## config.mk

```make
export PLATFORM = sky130hd
export DESIGN_NAME = lsu_subword_ctrl_flat
export DESIGN_NICKNAME = d
export VERILOG_FILES = /design/src/rtl/lsu_subword_ctrl_if.sv /design/src/rtl/lsu_subword_ctrl.sv /design/src/flat_wrapper.sv
export SDC_FILE = /design/constraint.sdc
export NUM_CORES = 1
export LEC_CHECK = 0
export CORE_MARGIN = 4
export CORE_UTILIZATION = 35
export DETAILED_ROUTE_END_ITERATION = 7
export DONT_BUFFER_PORTS = 1
export PLACE_DENSITY = 0.48
export SLEW_MARGIN = 15
export SYNTH_ARGS = -nofsm -noshare
export SYNTH_HDL_FRONTEND = slang
export SYNTH_SLANG_ARGS = --single-unit
export TNS_END_PERCENT = 10
```

## constraint.sdc

```tcl
create_clock -name clk -period 8.2 [get_ports clk]
set_clock_uncertainty 0.15 [all_clocks]
set_input_delay 2.05 -clock clk [delete_from_list [all_inputs] [get_ports clk]]
set_output_delay 2.05 -clock clk [all_outputs]
set_load 0.1 [all_outputs]
```

## src/rtl/lsu_subword_ctrl_if.sv

```systemverilog
// Request/response channels between the execute stage and lsu_subword_ctrl.
// The master modport is the execute stage; the slave modport is the load/store unit.
interface lsu_subword_ctrl_if #(
   parameter int ADDR_W = 8
);
   logic              req_valid;
   logic              req_ready;
   logic              req_we;
   logic [2:0]        req_funct3;
   logic [ADDR_W-1:0] req_addr;
   logic [31:0]       req_wdata;
   logic              resp_valid;
   logic              resp_ready;
   logic [31:0]       resp_rdata;
   logic              resp_err;

   modport master (
      output req_valid, req_we, req_funct3, req_addr, req_wdata, resp_ready,
      input  req_ready, resp_valid, resp_rdata, resp_err
   );

   modport slave (
      input  req_valid, req_we, req_funct3, req_addr, req_wdata, resp_ready,
      output req_ready, resp_valid, resp_rdata, resp_err
   );
endinterface

```

## src/rtl/lsu_subword_ctrl.sv

```systemverilog
// RV32 load/store unit in front of a word-addressed memory; sub-word stores use read-modify-write.
// Define LSU_MISALIGN_TRAP_EN to report misaligned accesses as errors instead of force-aligning them.
module lsu_subword_ctrl #(
   parameter int ADDR_W = 8
) (
   input  logic              clk,
   input  logic              rst,
   lsu_subword_ctrl_if.slave bus,
   output logic              mem_read,
   output logic              mem_write,
   output logic [ADDR_W-3:0] mem_addr,
   output logic [31:0]       mem_wdata,
   input  logic [31:0]       mem_rdata
);

   typedef enum logic [1:0] {
      IDLE  = 2'd0,
      READ  = 2'd1,
      WRITE = 2'd2,
      RESP  = 2'd3
   } state_t;

   state_t            state_r;
   logic              we_r;
   logic [2:0]        funct3_r;
   logic [ADDR_W-1:0] addr_r;
   logic [31:0]       wdata_r;
   logic              req_ready_r;
   logic              resp_valid_r;
   logic              resp_err_r;
   logic [31:0]       resp_rdata_r;
   logic [31:0]       mem_wdata_r;
   logic              acc_err_s;
   logic [ADDR_W-1:0] acc_addr_s;

   function automatic logic illegal_f3(input logic we, input logic [2:0] f3);
      logic bad;
      case (f3)
         3'b000, 3'b001, 3'b010: bad = 1'b0;
         3'b100, 3'b101:         bad = we;
         default:                bad = 1'b1;
      endcase
      return bad;
   endfunction

`ifdef LSU_MISALIGN_TRAP_EN
   function automatic logic misaligned(input logic [2:0] f3, input logic [1:0] lo);
      logic mis;
      case (f3[1:0])
         2'b01:   mis = lo[0];
         2'b10:   mis = |lo;
         default: mis = 1'b0;
      endcase
      return mis;
   endfunction
`endif

   function automatic logic [31:0] merge_store(input logic [31:0] word, input logic [2:0] f3,
                                               input logic [1:0] lane, input logic [31:0] data);
      logic [31:0] res;
      res = word;
      case (f3)
         3'b000:  res[{lane, 3'b000} +: 8]     = data[7:0];
         3'b001:  res[{lane[1], 4'b0000} +: 16] = data[15:0];
         default: res = data;
      endcase
      return res;
   endfunction

   function automatic logic [31:0] load_extend(input logic [31:0] word, input logic [2:0] f3,
                                               input logic [1:0] lane);
      logic [7:0]  b;
      logic [15:0] h;
      logic [31:0] res;
      b = word[{lane, 3'b000} +: 8];
      h = word[{lane[1], 4'b0000} +: 16];
      case (f3)
         3'b000:  res = {{24{b[7]}}, b};
         3'b001:  res = {{16{h[15]}}, h};
         3'b100:  res = {24'h000000, b};
         3'b101:  res = {16'h0000, h};
         default: res = word;
      endcase
      return res;
   endfunction

   // Request decode: error detection and effective address for the incoming request
   always_comb begin
      acc_err_s  = illegal_f3(bus.req_we, bus.req_funct3);
      acc_addr_s = bus.req_addr;
`ifdef LSU_MISALIGN_TRAP_EN
      acc_err_s  = acc_err_s | misaligned(bus.req_funct3, bus.req_addr[1:0]);
`else
      case (bus.req_funct3[1:0])
         2'b01:   acc_addr_s[0]   = 1'b0;
         2'b10:   acc_addr_s[1:0] = 2'b00;
         default: acc_addr_s      = bus.req_addr;
      endcase
`endif
   end

   // Control FSM with all response and memory data outputs registered
   always_ff @(posedge clk or negedge rst) begin
      if (!rst) begin
         state_r      <= IDLE;
         we_r         <= 1'b0;
         funct3_r     <= 3'b000;
         addr_r       <= '0;
         wdata_r      <= 32'h0000_0000;
         req_ready_r  <= 1'b0;
         resp_valid_r <= 1'b0;
         resp_err_r   <= 1'b0;
         resp_rdata_r <= 32'h0000_0000;
         mem_wdata_r  <= 32'h0000_0000;
      end else begin
         case (state_r)
            IDLE: begin
               if (bus.req_valid && req_ready_r) begin
                  we_r        <= bus.req_we;
                  funct3_r    <= bus.req_funct3;
                  addr_r      <= acc_addr_s;
                  wdata_r     <= bus.req_wdata;
                  req_ready_r <= 1'b0;
                  if (acc_err_s) begin
                     state_r      <= RESP;
                     resp_valid_r <= 1'b1;
                     resp_err_r   <= 1'b1;
                     resp_rdata_r <= 32'h0000_0000;
                  end else if (!bus.req_we || bus.req_funct3 != 3'b010) begin
                     state_r <= READ;
                  end else begin
                     state_r     <= WRITE;
                     mem_wdata_r <= bus.req_wdata;
                  end
               end else begin
                  req_ready_r <= 1'b1;
               end
            end
            READ: begin
               // mem_rdata is the captured word for both the merge and the load lane select
               if (we_r) begin
                  state_r     <= WRITE;
                  mem_wdata_r <= merge_store(mem_rdata, funct3_r, addr_r[1:0], wdata_r);
               end else begin
                  state_r      <= RESP;
                  resp_valid_r <= 1'b1;
                  resp_err_r   <= 1'b0;
                  resp_rdata_r <= load_extend(mem_rdata, funct3_r, addr_r[1:0]);
               end
            end
            WRITE: begin
               state_r      <= RESP;
               resp_valid_r <= 1'b1;
               resp_err_r   <= 1'b0;
               resp_rdata_r <= 32'h0000_0000;
            end
            RESP: begin
               if (bus.resp_ready) begin
                  state_r      <= IDLE;
                  resp_valid_r <= 1'b0;
                  resp_err_r   <= 1'b0;
                  resp_rdata_r <= 32'h0000_0000;
                  req_ready_r  <= 1'b1;
               end else begin
                  resp_valid_r <= 1'b1;
               end
            end
            default: begin
               state_r      <= IDLE;
               resp_valid_r <= 1'b0;
               req_ready_r  <= 1'b0;
            end
         endcase
      end
   end

   // Memory strobes decode straight from state so they vanish the moment reset asserts
   assign mem_read       = (state_r == READ);
   assign mem_write      = (state_r == WRITE);
   assign mem_addr       = addr_r[ADDR_W-1:2];
   assign mem_wdata      = mem_wdata_r;
   assign bus.req_ready  = req_ready_r;
   assign bus.resp_valid = resp_valid_r;
   assign bus.resp_err   = resp_err_r;
   assign bus.resp_rdata = resp_rdata_r;

endmodule

```

## src/flat_wrapper.sv

```systemverilog
// flat-port wrapper written by rule: the top's interface ports become plain ports
module lsu_subword_ctrl_flat 
#(
   parameter int ADDR_W = 8
)
  (clk, rst, mem_read, mem_write, mem_addr, mem_wdata, mem_rdata, bus_req_valid, bus_req_we, bus_req_funct3, bus_req_addr, bus_req_wdata, bus_resp_ready, bus_req_ready, bus_resp_valid, bus_resp_rdata, bus_resp_err);
  lsu_subword_ctrl_if #(.ADDR_W(ADDR_W)) bus_i ();
  input  logic clk;
  input  logic rst;
  output logic mem_read;
  output logic mem_write;
  output logic [ADDR_W-3:0] mem_addr;
  output logic [31:0] mem_wdata;
  input  logic [31:0] mem_rdata;
  input wire logic [$bits(bus_i.req_valid)-1:0] bus_req_valid;
  input wire logic [$bits(bus_i.req_we)-1:0] bus_req_we;
  input wire logic [$bits(bus_i.req_funct3)-1:0] bus_req_funct3;
  input wire logic [$bits(bus_i.req_addr)-1:0] bus_req_addr;
  input wire logic [$bits(bus_i.req_wdata)-1:0] bus_req_wdata;
  input wire logic [$bits(bus_i.resp_ready)-1:0] bus_resp_ready;
  output wire logic [$bits(bus_i.req_ready)-1:0] bus_req_ready;
  output wire logic [$bits(bus_i.resp_valid)-1:0] bus_resp_valid;
  output wire logic [$bits(bus_i.resp_rdata)-1:0] bus_resp_rdata;
  output wire logic [$bits(bus_i.resp_err)-1:0] bus_resp_err;
  assign bus_i.req_valid = bus_req_valid;
  assign bus_i.req_we = bus_req_we;
  assign bus_i.req_funct3 = bus_req_funct3;
  assign bus_i.req_addr = bus_req_addr;
  assign bus_i.req_wdata = bus_req_wdata;
  assign bus_i.resp_ready = bus_resp_ready;
  assign bus_req_ready = bus_i.req_ready;
  assign bus_resp_valid = bus_i.resp_valid;
  assign bus_resp_rdata = bus_i.resp_rdata;
  assign bus_resp_err = bus_i.resp_err;
  lsu_subword_ctrl #(.ADDR_W(ADDR_W)) u_core (.clk(clk), .rst(rst), .bus(bus_i), .mem_read(mem_read), .mem_write(mem_write), .mem_addr(mem_addr), .mem_wdata(mem_wdata), .mem_rdata(mem_rdata));
endmodule
```

==> flow_metrics.env, run 1 <==
export IMPL_required_ns=8.35
export IMPL_synth_edf_count=0
export IMPL_stdcell_count=924
export IMPL_synth_seq_cells=113
export IMPL_drtIter0Drc=527
export IMPL_cap_viol_max_count=0
export IMPL_dpl_cell_count=892
export IMPL_max_freq_ghz=0.238
export IMPL_grt_pass1_wl_mm=34.6
export IMPL_drive_gt1_frac=0.0835
export IMPL_die_w_um=144
export IMPL_design_die_area_mm2=0.0206
export IMPL_setup_viol_count_final=0
export IMPL_synth_top_cell_by_area="dfrtp_1"
export IMPL_rows=49
export IMPL_crit_path_end_kind="flop"
export IMPL_cp_arrival_ns=4.36
export IMPL_crit_fanout=59
export IMPL_numCtsBuffers=17
export IMPL_ant_nets=0
export IMPL_vias=5614
export IMPL_cts_hold_buf=0
export IMPL_yosys_area_top_type_share=0.439
export IMPL_async_flop_share=1.00
export IMPL_syn_avg_cell_area_um2=8.99
export IMPL_hold_class="reg2reg"
export IMPL_crit_path_start_kind="primary input"
export IMPL_syn_cell_area_mm2=0.00643
export IMPL_rsz0062_at_grt="no"
export IMPL_crit_chain="and3_2 > buf_4 > a31o_2 > nand2_2 > a221o_1"
export IMPL_hpwlAfterDp_mm=16.1
export IMPL_cts_root_buffer="clkbuf_16"
export IMPL_slowest_delay_ns=0.65
export IMPL_via_per_inst=6.08
export IMPL_yosysSeqAreaShare=0.439
export IMPL_pre_cts_ws_ns=3.56
export IMPL_grt_max_degree=114
export IMPL_syn_nets=808
export IMPL_initial_core_util=0.357
export IMPL_htree_levels=4
export IMPL_post_route_period_util=0.513
export IMPL_fin_ws_ns=3.99
export IMPL_slew_headroom=0.218
export IMPL_core_mm2=0.0180
export IMPL_yosysWarnings=0
export IMPL_status="finished, final reports clean"
export IMPL_cts_max_path_buffers=2
export IMPL_ctsResizeCount=0
export IMPL_grt_pass1_vias=5520
export IMPL_syn_inst=716
export IMPL_drt_pass1_iterations=5
export IMPL_syn_to_final_growth_pct=10.8
export IMPL_postCtsSetupBuffers=0
export IMPL_slew_violations=0
export IMPL_wire_per_inst_um=24.4
export IMPL_cpLargestDelayFamily="compound AO/OA/AOI/OAI gates"
export IMPL_hold_viol_final=0
export IMPL_critPathBufInv=1
export IMPL_grt_overflow_total=0
export IMPL_worst_slew_pin_slew_ns=1.17
export IMPL_die_h_um=144
export IMPL_cts_tree="yes"
export IMPL_gp_congestion=0.851
export IMPL_path_clk_slew_ns=0.05
export IMPL_clock_sinks=113
export IMPL_antenna_found_initial=0
export IMPL_drc=0
export IMPL_clk_latency_ns=0.43
export IMPL_fin_crit_ns=4.21
export IMPL_antenna_cells=0
export IMPL_cp_slowest_cell="a31o_2"
export IMPL_floorplan_io_pins=155
export IMPL_netlist_top_cells_area="dfrtp_1 44%, nand2_1 8.9%, o21ai_0 4.9%, a221o_1 4.2%, ha_1 2.3%"
export IMPL_grt_total_usage=0.221
export IMPL_worstSetupPathType="in2reg"
export IMPL_fin_nets=774
export IMPL_ys_types=57
export IMPL_synth_flop_cell="dfrtp_1"
export IMPL_setup_tns_final_ns=0
export IMPL_port_buffers=0
export IMPL_post_route_util=0.396
export IMPL_wirelength_mm=22.5
## synth_stat cells, types with 4 or more instances
cell,instances
nand2_1,153
dfrtp_1,113
o21ai_0,63
clkbuf_1,32
nand3_1,28
a221o_1,27
inv_1,24
a21oi_1,18
nor2_1,18
o22ai_1,17
o21ai_1,16
a221oi_1,15
a22oi_1,15
a211o_1,14
buf_2,14
mux2i_1,14
ha_1,12
a31oi_1,9
buf_4,8
o211ai_1,8
a21o_1,7
a22o_1,7
a32o_1,7
a211oi_1,6
a31o_1,6
nand2b_1,6
o221ai_1,6
nor2b_1,5
buf_1,4
nand3b_1,4
## worst reg2reg max path, cell delays in order, from the launching register on
cell and delay, ns:
dfrtp_1 1.00, and3_2 0.33, buf_4 0.50, a31o_2 0.66, nand2_2 0.49, a221o_1 0.49
## path summary, 6_finish.rpt
kind                                                   from                                    to  slack (ns)  depth (start not counted)
max in group asynchronous                               rst       u_core.mem_wdata[8]$_DFFE_PN0P_        6.53                          0
max                                           bus_req_valid       u_core.mem_wdata[1]$_DFFE_PN0P_        3.99                          5
max reg2reg                u_core.bus.req_ready$_DFFE_PN0P_       u_core.mem_wdata[1]$_DFFE_PN0P_        4.44                          5
min in group asynchronous                               rst  u_core.bus.resp_rdata[7]$_DFFE_PN0P_        1.17                          0
min reg2reg                  u_core.wdata_r[29]$_DFFE_PN0P_        u_core.wdata_r[29]$_DFFE_PN0P_        0.33                          2
min                          u_core.wdata_r[29]$_DFFE_PN0P_        u_core.wdata_r[29]$_DFFE_PN0P_        0.33                          2
## layout make-up
type	instances	area, um2
clock inverters	13	186
multi-input cells	518	3240
clock buffers	19	443
well taps	229	287
fillers	1790	10900
repair buffers	6	45.0
inverters	26	97.6
flip-flops and latches	113	2830
## sequential cells by signal, indices dropped and copies added (netlist names)
signal                 count
u_core.bus.resp_rdata     32
u_core.mem_wdata          32
u_core.wdata_r            32
u_core.addr_r              8
u_core.funct3_r            3
u_core.state_r             2
u_core.bus.req_ready       1
u_core.bus.resp_err        1
u_core.bus.resp_valid      1
u_core.we_r                1
## per-stage QoR
stage	hold WS (ns)	cell area [um2]
3_5_place_dp	0.314	6490
4_1_cts	0.328	7120
6_report	0.330	7130
2_1_floorplan	0.296	6430
3_3_place_gp	0.309	6490
5_1_grt	0.348	7130
## metal layers
layer,wire length (um),vias to the layer above,track usage
met5,0,-,0
met4,471,0,0.0689
met3,2590,30,0.0975
met2,9940,278,0.321
met1,9530,2729,0.298
li1,-,2577,-
## layout by cell type (no fill, tap or decap), types with 15 or more instances in the layout
cell	netlist	final
nand2_1	153	153
dfrtp_1	113	113
o21ai_0	63	63
nand3_1	28	28
a221o_1	27	27
inv_1	24	24
nor2_1	18	18
a21oi_1	18	18
o22ai_1	17	17
clkbuf_16	0	17
o21ai_1	16	16
a22oi_1	15	15
a221oi_1	15	15
## kinds of logic after synthesis
kind of cell | synth area share
AOI/OAI and AO/OA | 0.279
adders and majority gates | 0.0233
DFF | 0.439
buffers and inverters | 0.0581
muxes | 0.0323
and+or+nand+nor | 0.167
Power of run 1 is not shown: default switching activity piles up to over one toggle a cycle in this logic, so the estimate is an artifact.
==> run 2: changes to the inputs <==
clock period = 4.3 ns   (was 8.2 ns; I/O delays follow)
==> run 2 against run 1 <==
Via count up 0.94%; die area did not move; register-to-register slack lost 3.3 ns; setup slack got worse by 2.9 ns; wire length is 1.8% higher; core utilization shrank 0.18 points; non-clock buffer count rose by 3; sequential cell count is the same; clock-buffer cell count is 2 higher; first-iteration DRC count is 13% higher; design area down 0.46%; largest cell class unchanged; global-route usage is 0.13 points higher.
==> flow_metrics.env, run 2 (synthesis results as in run 1) <==
export IMPL_num_fill_cells=1799
export IMPL_cts_hold_buf=0
export IMPL_crit_path_start_kind="flop"
export IMPL_clk_latency_ns=0.42
export IMPL_cts_root_buffer="clkbuf_16"
export IMPL_multi_input_area_mm2=0.00324
export IMPL_status="finished, final reports clean"
export IMPL_syn_to_final_growth_pct=10.3
export IMPL_grt_total_usage=0.222
export IMPL_setup_tns_final_ns=0
export IMPL_grt_overflow_total=0
export IMPL_crit_path_end_kind="flop"
export IMPL_cts_tree="yes"
export IMPL_numCtsBuffers=17
export IMPL_whs_ns=0.201
export IMPL_drc=0
export IMPL_slew_violations=0
export IMPL_wire_per_inst_um=24.8
export IMPL_core_mm2=0.0180
export IMPL_required_ns=4.51
export IMPL_rows=49
export IMPL_cap_viol_max_count=0
export IMPL_die_w_um=144
export IMPL_ff_latch_area_mm2=0.00283
export IMPL_worstSetupPathType="reg2reg"
export IMPL_path_clk_slew_ns=0.06
export IMPL_rr_startpoint="u_core.addr_r[0]$_DFFE_PN0P_"
export IMPL_port_buffers=0
export IMPL_drtIter0Drc=597
export IMPL_max_freq_ghz=0.312
export IMPL_initial_core_util=0.357
export IMPL_fin_nets=777
export IMPL_drt_pass1_iterations=7
export IMPL_htree_levels=4
export IMPL_rsz0062_at_grt="no"
export IMPL_postCtsSetupBuffers=0
export IMPL_grt_max_degree=114
export IMPL_fin_crit_ns=3.20
export IMPL_ant_nets=0
export IMPL_design_die_area_mm2=0.0206
export IMPL_setup_viol_count_final=0
export IMPL_ctsResizeCount=0
export IMPL_slew_headroom=0.258
export IMPL_wirelength_mm=22.9
export IMPL_vias=5667
export IMPL_clock_sinks=113
export IMPL_critPathLaunch="u_core.addr_r[0]$_DFFE_PN0P_"
export IMPL_die_h_um=144
export IMPL_hpwlAfterDp_mm=16.3
export IMPL_gp_congestion=0.864
export IMPL_drive_gt1_frac=0.0832
export IMPL_worst_slew_pin_slew_ns=1.10
export IMPL_cp_arrival_ns=3.41
export IMPL_r2r_slack_ns=1.10
export IMPL_final_common_cell="nand2_1"
export IMPL_grt_pass1_vias=5465
export IMPL_antenna_found_initial=1
export IMPL_via_per_inst=6.12
export IMPL_mostFrequentLayoutCells="153 x nand2_1, 113 x dfrtp_1, 63 x o21ai_0, 28 x nand3_1, 27 x a221o_1"
export IMPL_hold_viol_final=0
export IMPL_grt_pass1_wl_mm=34.6
export IMPL_antenna_cells=0
export IMPL_crit_fanout=9
export IMPL_post_route_period_util=0.745
export IMPL_hold_class="in2async"
export IMPL_cts_max_path_buffers=2
export IMPL_floorplan_io_pins=155
==> run 2: through the flow <==
stage	std cells	util	setup slack [ns]	instance area [um2]
6_report	926	0.394	1.10	7100
5_1_grt	926	0.394	0.781	7100
4_1_cts	926	0.394	1.11	7100
3_5_place_dp	895	0.362	0.742	6520
3_3_place_gp	895	0.362	0.840	6520
2_1_floorplan	716	-	1.46	6430
==> run 2: worst max-delay path, stage by stage, from the launching register on <==
cell	delay (ns)
dfrtp_1	0.51
inv_1	0.20
ha_1	0.45
nor4bb_1	0.90
a221oi_1	0.19
a211o_1	0.36
o22ai_1	0.21
a22o_1	0.16
==> run 2: per-layer routing <==
metal  vias to the layer above  GRT usage  share of wire
met5                         -          0        0.00083
met1                      2720      0.296           0.42
met3                        47     0.0928           0.11
met4                         2     0.0852          0.031
met2                       304      0.323           0.43
li1                       2594          -              -
==> run 2: path summary, 6_finish.rpt <==
kind | to | depth (start not counted)
hold reg to reg | u_core.wdata_r[19]$_DFFE_PN0P_ | 2
setup reg to reg | u_core.mem_wdata[23]$_DFFE_PN0P_ | 7
hold / removal | u_core.funct3_r[2]$_DFFE_PN0P_ | 0
max in group asynchronous | u_core.state_r[1]$_DFFE_PN0P_ | 0
min in group clk | u_core.wdata_r[19]$_DFFE_PN0P_ | 2
setup / recovery | u_core.mem_wdata[23]$_DFFE_PN0P_ | 7
==> run 2: cell type report <==
class                           instances  share of cell area
Inverter                               26              0.0138
Clock inverter                         10              0.0155
Sequential cell                       113               0.398
Clock buffer                           21              0.0663
Tap cell                              229              0.0404
Multi-Input combinational cell        518               0.456
Timing Repair Buffer                    9             0.00952
Power of run 2 is left out for the same reason.
==> run 3: changes to the inputs <==
clock period = 3.2 ns   (was 4.3 ns; I/O delays follow)
==> run 3 against run 2 <==
Worst hold slack lost 0.28 ns; die area unchanged; design area up 2.4%; non-clock buffer count up 13; setup slack got worse by 0.65 ns; global-route usage decreased by 0.054 points; wire length is 1.4% lower; the flow now finishes with violations (negative hold slack).
==> flow_metrics.env, run 3 (synthesis results as in run 1) <==
export IMPL_status="complete, but fails checks"
export IMPL_violations="negative hold slack"
export IMPL_cap_viol_max_count=0
export IMPL_wirelength_mm=22.6
export IMPL_slowest_delay_ns=0.48
export IMPL_grt_pass1_wl_mm=34.7
export IMPL_cts_tree="yes"
export IMPL_whs_ns=-0.0745
export IMPL_critPathBufInv=2
export IMPL_initial_core_util=0.357
export IMPL_antenna_found_initial=0
export IMPL_rr_startpoint="u_core.state_r[0]$_DFFE_PN0P_"
export IMPL_vias=5752
export IMPL_clk_latency_ns=0.43
export IMPL_num_fill_cells=1784
export IMPL_hpwlAfterDp_mm=16.7
export IMPL_ctsResizeCount=0
export IMPL_ff_latch_area_mm2=0.00283
export IMPL_cts_root_buffer="clkbuf_16"
export IMPL_syn_to_final_growth_pct=12.9
export IMPL_final_area_mm2=0.00727
export IMPL_port_buffers=0
export IMPL_slew_headroom=0.329
export IMPL_crit_path_start_kind="flop"
export IMPL_setup_tns_final_ns=0
export IMPL_fin_crit_ns=2.75
export IMPL_via_per_inst=6.12
export IMPL_placed_area_mm2=0.00661
export IMPL_gp_congestion=0.884
export IMPL_cts_max_path_buffers=2
export IMPL_hold_viol_final=113
export IMPL_clock_sinks=113
export IMPL_drc=0
export IMPL_grt_total_usage=0.222
export IMPL_crit_chain="inv_1 > ha_1 > and3_2 > a31o_2 > buf_4 > nand2_1 > a211o_1 > o21ai_1"
export IMPL_die_h_um=144
export IMPL_path_clk_slew_ns=0.06
export IMPL_die_w_um=144
export IMPL_grt_overflow_total=0
export IMPL_setup_viol_count_final=0
export IMPL_core_mm2=0.0180
export IMPL_postCtsSetupBuffers=0
export IMPL_rows=49
export IMPL_cp_slowest_cell="and3_2"
export IMPL_multi_input_area_mm2=0.00324
export IMPL_max_freq_ghz=0.363
export IMPL_crit_fanout=22
export IMPL_numCtsBuffers=17
export IMPL_hold_class="in2async"
export IMPL_post_route_period_util=0.861
export IMPL_rsz0062_at_grt="no"
export IMPL_htree_levels=4
export IMPL_grt_pass1_vias=5697
export IMPL_drive_gt1_frac=0.101
export IMPL_design_die_area_mm2=0.0206
export IMPL_critPathLaunch="u_core.state_r[0]$_DFFE_PN0P_"
export IMPL_worst_slew_pin_slew_ns=1.01
export IMPL_cp_arrival_ns=2.95
export IMPL_wire_per_inst_um=24.1
export IMPL_crit_path_end_kind="flop"
export IMPL_grt_max_degree=114
export IMPL_fin_nets=790
export IMPL_drtIter0Drc=578
export IMPL_floorplan_io_pins=155
export IMPL_worstSetupPathType="reg2reg"
export IMPL_drt_pass1_iterations=5
export IMPL_mostFrequentLayoutCells="153 x nand2_1, 113 x dfrtp_1, 63 x o21ai_0, 28 x nand3_1, 27 x a221o_1"
export IMPL_ant_nets=0
export IMPL_required_ns=3.40
export IMPL_antenna_cells=0
export IMPL_slew_violations=0
export IMPL_cpLargestDelayFamily="simple AND/OR/NAND/NOR gates"
export IMPL_final_common_cell="nand2_1"
[run 3: changes by cell type in the layout (fill, tap and decap cells not counted), sizes merged]
| cell | delta |
|---|---|
| buf | +13 |
| clkinv | +1 |
| clkinvlp | -3 |
| bufinv | +3 |
[run 3: per-stage QoR]
step	hold WS, ns	instances	worst slack (ns)	util
after detailed placement	0.314	908	0.363	0.367
after global placement	0.308	908	0.429	0.367
after global routing	-0.0924	940	0.239	0.403
final	-0.0745	940	0.445	0.403
after CTS	-0.0939	940	0.458	0.403
after floorplan	0.296	716	0.379	-
[run 3: worst paths after layout]
path	slack (ns)	endpoint	depth (start not counted)
max reg2reg	0.45	u_core.mem_wdata[26]$_DFFE_PN0P_	8
min reg2reg	0.33	u_core.wdata_r[18]$_DFFE_PN0P_	2
max in group asynchronous	2.67	u_core.bus.resp_rdata[3]$_DFFE_PN0P_	0
min	-0.07	u_core.bus.resp_rdata[6]$_DFFE_PN0P_	0
min in group clk	0.33	u_core.wdata_r[23]$_DFFE_PN0P_	2
max	0.45	u_core.mem_wdata[26]$_DFFE_PN0P_	8
[run 3: routing by layer]
| layer | part of all wire | global-route usage | wire length, um | up-vias |
|---|---|---|---|---|
| met5 | 0 | 0 | 0 | - |
| met4 | 0.029 | 0.0912 | 658 | 0 |
| met3 | 0.11 | 0.0819 | 2450 | 38 |
| met2 | 0.45 | 0.330 | 10100 | 282 |
| met1 | 0.42 | 0.293 | 9440 | 2829 |
| li1 | - | - | - | 2603 |
[run 3: layout make-up]
cell class | instances | area share
clock inverter | 11 | 0.0251
timing repair buffer | 22 | 0.0227
inverter | 26 | 0.0134
multi-input combinational | 518 | 0.445
clock buffer | 21 | 0.0647
sequential | 113 | 0.389
tap | 229 | 0.0394
[run 3: worst reg2reg max path: stages (launching register included)]
cell	delay (ns)
dfrtp_1	0.40
inv_1	0.11
ha_1	0.38
and3_2	0.48
a31o_2	0.26
buf_4	0.28
nand2_1	0.23
a211o_1	0.27
o21ai_1	0.11
Power of run 3 is left out for the same reason.
